[config.mk]
export PLATFORM = sky130hd
export DESIGN_NAME = a2rt_frame_sink
export DESIGN_NICKNAME = d
export VERILOG_FILES = /design/src/rtl/a2rt_frame_sink.sv
export SDC_FILE = /design/constraint.sdc
export NUM_CORES = 1
export LEC_CHECK = 0
export ABC_AREA = 1
export CORE_MARGIN = 2
export CORE_UTILIZATION = 48
export CTS_BUF_LIST = sky130_fd_sc_hd__clkbuf_16
export DETAILED_ROUTE_END_ITERATION = 6
export GPL_TIMING_DRIVEN = 1
export PLACE_DENSITY = 0.85
export SYNTH_ARGS = -nofsm -noshare
export SYNTH_HDL_FRONTEND = slang
export SYNTH_SLANG_ARGS = --single-unit
export TNS_END_PERCENT = 30
[constraint.sdc]
create_clock -name clk -period 4.5 [get_ports clk]
set_input_delay 0.9 -clock clk [delete_from_list [all_inputs] [get_ports clk]]
set_output_delay 0.9 -clock clk [all_outputs]
set_load 0.01 [all_outputs]
[src/rtl/a2rt_frame_sink.sv]
// a2rt_frame_sink: AXI4-Stream pixel sink with raster tracking and tlast checks.
// Per-frame signature is present only when A2RT_SINK_CHECKSUM_EN is defined.
module a2rt_frame_sink #(
    parameter int         DATA_WIDTH    = 24,
    parameter int         SCREEN_WIDTH  = 800,
    parameter int         SCREEN_HEIGHT = 600,
    parameter logic [7:0] READY_PATTERN = 8'hFF,
    localparam int        XW = (SCREEN_WIDTH > 1) ? $clog2(SCREEN_WIDTH) : 1,
    localparam int        YW = (SCREEN_HEIGHT > 1) ? $clog2(SCREEN_HEIGHT) : 1
) (
    input  logic                  clk,
    input  logic                  rst,
    input  logic                  enable_i,
    input  logic                  s_axis_tvalid,
    output logic                  s_axis_tready,
    input  logic [DATA_WIDTH-1:0] s_axis_tdata,
    input  logic                  s_axis_tlast,
    output logic                  pix_valid_o,
    output logic [XW-1:0]         pix_x_o,
    output logic [YW-1:0]         pix_y_o,
    output logic [DATA_WIDTH-1:0] pix_data_o,
    output logic                  frame_done_o,
    output logic [15:0]           frame_count_o,
    output logic [31:0]           checksum_o,
    output logic                  err_early_last_o,
    output logic                  err_missing_last_o
);

    typedef enum logic [1:0] {
        IDLE = 2'd0,
        RECV = 2'd1,
        DONE = 2'd2
    } state_e;

    state_e                  state_q;
    logic [7:0]              mask_q;
    logic [7:0]              mask_d;
    logic                    tready_q;
    logic [XW-1:0]           x_q;
    logic [YW-1:0]           y_q;
    logic                    pix_valid_q;
    logic [XW-1:0]           pix_x_q;
    logic [YW-1:0]           pix_y_q;
    logic [DATA_WIDTH-1:0]   pix_data_q;
    logic                    frame_done_q;
    logic [15:0]             frame_count_q;
    logic                    err_early_q;
    logic                    err_missing_q;

    logic beat;
    logic x_end;
    logic y_end;
    logic term;

    // tready_q is only ever set while in RECV
    assign beat   = tready_q & s_axis_tvalid;
    assign x_end  = (x_q == XW'(SCREEN_WIDTH - 1));
    assign y_end  = (y_q == YW'(SCREEN_HEIGHT - 1));
    assign term   = beat & (s_axis_tlast | (x_end & y_end));
    assign mask_d = {mask_q[0], mask_q[7:1]};

    always_ff @(posedge clk or posedge rst) begin
        if (rst) begin
            state_q       <= IDLE;
            mask_q        <= '0;
            tready_q      <= 1'b0;
            x_q           <= '0;
            y_q           <= '0;
            pix_valid_q   <= 1'b0;
            pix_x_q       <= '0;
            pix_y_q       <= '0;
            pix_data_q    <= '0;
            frame_done_q  <= 1'b0;
            frame_count_q <= '0;
            err_early_q   <= 1'b0;
            err_missing_q <= 1'b0;
        end else begin
            pix_valid_q  <= beat;
            frame_done_q <= 1'b0;
            if (beat) begin
                pix_x_q    <= x_q;
                pix_y_q    <= y_q;
                pix_data_q <= s_axis_tdata;
            end
            unique case (state_q)
                IDLE: begin
                    if (enable_i) begin
                        state_q  <= RECV;
                        mask_q   <= READY_PATTERN;
                        tready_q <= READY_PATTERN[0];
                    end
                end
                RECV: begin
                    mask_q <= mask_d;
                    if (term) begin
                        state_q       <= DONE;
                        tready_q      <= 1'b0;
                        x_q           <= '0;
                        y_q           <= '0;
                        frame_done_q  <= 1'b0 | 1'b1;
                        frame_count_q <= frame_count_q + 16'd1;
                        if (s_axis_tlast && !(x_end && y_end)) begin
                            err_early_q <= 1'b1;
                        end
                        if (!s_axis_tlast) begin
                            err_missing_q <= 1'b1;
                        end
                    end else begin
                        tready_q <= mask_d[0];
                        if (beat) begin
                            if (x_end) begin
                                x_q <= '0;
                                y_q <= y_q + YW'(1);
                            end else begin
                                x_q <= x_q + XW'(1);
                            end
                        end
                    end
                end
                DONE: begin
                    if (enable_i) begin
                        state_q  <= RECV;
                        mask_q   <= READY_PATTERN;
                        tready_q <= READY_PATTERN[0];
                    end else begin
                        state_q <= IDLE;
                    end
                end
                default: begin
                    state_q  <= IDLE;
                    tready_q <= 1'b0;
                end
            endcase
        end
    end

`ifdef A2RT_SINK_CHECKSUM_EN
    logic [31:0] sig_q;
    logic [31:0] sig_d;
    logic [31:0] checksum_q;

    assign sig_d = {sig_q[30:0], sig_q[31]} ^ 32'(s_axis_tdata);

    // Cleared on the terminating beat so the next frame starts from zero
    always_ff @(posedge clk or posedge rst) begin
        if (rst) begin
            sig_q      <= '0;
            checksum_q <= '0;
        end else if (term) begin
            sig_q      <= '0;
            checksum_q <= sig_d;
        end else if (beat) begin
            sig_q <= sig_d;
        end
    end

    assign checksum_o = checksum_q;
`else
    assign checksum_o = '0;
`endif

    assign s_axis_tready      = tready_q;
    assign pix_valid_o        = pix_valid_q;
    assign pix_x_o            = pix_x_q;
    assign pix_y_o            = pix_y_q;
    assign pix_data_o         = pix_data_q;
    assign frame_done_o       = frame_done_q;
    assign frame_count_o      = frame_count_q;
    assign err_early_last_o   = err_early_q;
    assign err_missing_last_o = err_missing_q;

endmodule

==> results.md <==
- Largest cells by area after synthesis: dfrtp_1 (52%), nand2_1 (19%), buf_4 (5.2%), nor2_1 (3.6%), inv_1 (3.4%)
- Slew Limit Fails: 0
- Synth top cells by count: nand2_1 (228), dfrtp_1 (95), nor2_1 (44)
- Hold WC Path Type: flip-flop to flip-flop
- Crit. End Element: flip-flop
- Io pins: 126
- RSZ-0062 raised after global routing: no
- Count leader, synth: nand2_1
- Critical path peak fanout: 34
- Via density per instance: ~4.7
- Post-route ant nets: 0
- Final HPWL DP: approximately 6900 um
- CTS buffer count: 9
- Worst r2r src: s_axis_tready
- GP Congestion: a little over 0.8
- F_max: 354 MHz
- DRC viols: 0
- Synthesized instance count: approximately 570
- Power Total: ~3.1 mW
- Critical hold path startpoint: pix_data_o[21]
- Max-cap violations: 0
- # Post-CTS Setup Buffers: 0
- Slew headroom: roughly 34%
- First-pass GRT wire length: approximately 16000 um
- Post-layout min period: 2.82 ns
- Final setup vio count: 0
- CTS clk-pin slew, worst paths: roughly 0.070 ns
- Max clock buf depth: 2
- Worst Setup Path Type: input pin to flip-flop
- Primary FF master, synth: dfrtp_1
- Ys Warns: 0
- Clock Skews: between 0.004 and 0.005 ns
- Post_cts resized: 0
- Post-synth EDFFs: 0
- Synthesized area per cell: between 8 and 9 sq um
- Die H: slightly above 100 um
- Drt wl/cell: between 10 and 15 um
- Part of the Yosys area used for sequential elements: about half
- Via count: about 3700
- Share of layout cells above drive strength 1: 6.33%
- Pre-antenna DRT Iters: 5
- Hold depth: 2
- Global Route Usage Sum: between 10% and 20%
- PortBufs: 93
- CTS tree: yes
- Synthesized area: roughly 4600 sq um
- TNS Setup: 0 ns
- Number of global-route vias before repair: 3527
- Register-to-register setup slack: 2.22 ns
- WL final: between 9000 and 10000 um
- Reg2Reg Capture Point: y_q[7]
- Die width: a little over 100 um
- Initial Utilization: about half
- Row Count: 35
- Status: complete, no violations
- Largest net degree at the start of global routing: between 50 and 60
- Global route overflow: 0
- Max rail drop VDD: 0.287 mV
- Required @ worst endpoint: approximately 4.8 ns
- CTS Hold Bufs: 0
- Root buf cell: clkbuf_16
- Die area: 10400 sq um
- Yosys top cell area share: around half
- Dpl cell area: between 5000 and 6000 sq um
- WHS Endpoint: pix_data_o[21]
- Filler Cell Count: a little over 800
- # clock sinks: 95
- Fin nets: ~700
- Period Utilization, post-route: between 60% and 70%
- Worst-margin pin slew: around 0.99 ns
- Cell accounting for the most synthesized area: dfrtp_1
- First-iteration detailed-routing DRC count: roughly 150
- Synthesized flop and latch total: 95
- Synth unique cells: 32
- P&R area growth vs syn: 26.4%
- Leak: around 2.9 nW
- Startpoint class of the critical path: input pin
- Async set-reset flop share out of synthesis: 100%
- Arrival @ worst endpoint: about 3.1 ns
- Final hold vios: 0
- Antenna violations before repair: 0
- Final hold slack: between 0.4 and 0.5 ns
- PnR worst setup slack: 1.68 ns
- ANT cells: 0
- Later-pin clock latency in the skew report: 0.34 ns
- R2R cell count: 5
- Fin area: ~5800 sq um
- Core footprint: 9280 sq um
- H-tree levels: 3
- DP Worst Slack: 1.31 ns
- PD cells: 530 nW/um^2
## power by group
| group | switching, mW | internal (mW) | leakage, nW |
|---|---|---|---|
| Combinational | 0.540 | 0.483 | 1.48 |
| Sequential | 0.160 | 1.10 | 1.23 |
| Clock | 0.321 | 0.488 | 0.150 |
## per-layer routing
layer,track usage [%],wire length [um],up-vias
met5,0,0,-
met3,4.79,683,7
met1,25.8,4510,1746
li1,-,-,1869
met2,31.9,4490,127
met4,4.72,71,0
## kinds of logic after synthesis
logic type	Yosys count	synth area share, %
XOR/XNOR	16	3.04
flip-flops	95	51.5
other	1	0.0813
buffers and inverters	96	11.3
AO/OA/AOI/OAI	34	4.12
adder cells (fa/ha/maj)	3	0.814
AND/OR/NAND/NOR	324	29.1
## critical path, stage by stage
cell and delay, ns:
clkdlybuf4s50_1 0.42, nand2_2 0.09, clkinv_1 0.76, nand2_1 0.70, nand3_1 0.12, nand2_1 0.10
## metrics by stage
step                      instances  util [%]
final                           793      62.8
after global routing            793      62.8
after CTS                       793      62.8
after detailed placement        777      59.4
after global placement          777      59.4
after floorplan                 600         -
## final cells by class
type,instances,area (sq um),share of cell area (%)
Clock inverter,7,96.3,1.65
Timing Repair Buffer,96,953,16.3
Clock buffer,9,225,3.86
Sequential cell,95,2380,40.8
Inverter,48,185,3.18
Multi-Input combinational cell,409,1830,31.4
Tap cell,129,161,2.77
## worst max-delay path by stage
stage | depth (start not counted) | endpoint | slack, ns | from
after CTS | 6 | y_q[7] | 1.64 | s_axis_tvalid
after floorplan | 1 | err_early_last_o | 1.12 | rst
after detailed placement | 6 | y_q[7] | 1.31 | s_axis_tvalid
after global placement | 6 | s_axis_tready | 1.41 | s_axis_tvalid
final | 6 | y_q[7] | 1.68 | s_axis_tvalid
after global routing | 6 | y_q[7] | 1.40 | s_axis_tvalid
## flip-flops by register name (all words and copies together) (netlist names)
| signal | count |
|---|---|
| err_early_last_o | 1 |
| s_axis_tready | 1 |
| x_q | 10 |
| pix_y_o | 10 |
| mask_q | 8 |
| pix_x_o | 10 |
| y_q | 10 |
| pix_data_o | 24 |
| frame_count_o | 16 |
| err_missing_last_o | 1 |
| frame_done_o | 1 |
| state_q | 2 |
| pix_valid_o | 1 |
## placed cells by master, fill, tap and decap left out, types with 2 or more instances in the layout
master           count
clkdlybuf4s50_1     93
nand2_4              2
nand2_2              7
o21ai_1              3
xor2_1               8
clkinvlp_4           2
o21ai_0             22
nand4_1              5
nor2_2               2
buf_4                3
ha_1                 3
clkinv_1             3
bufinv_16            2
dfrtp_1             95
conb_1              32
o211ai_1             2
nor2_4               2
nand2_1            227
a21oi_1              3
clkinv_2             2
inv_1               41
clkbuf_16            9
nand3_1             30
inv_2                2
nor2_1              44
xnor2_1              8
a22oi_1              2
nor3_2               3
Note: power is estimated with default switching activity, not from simulation.
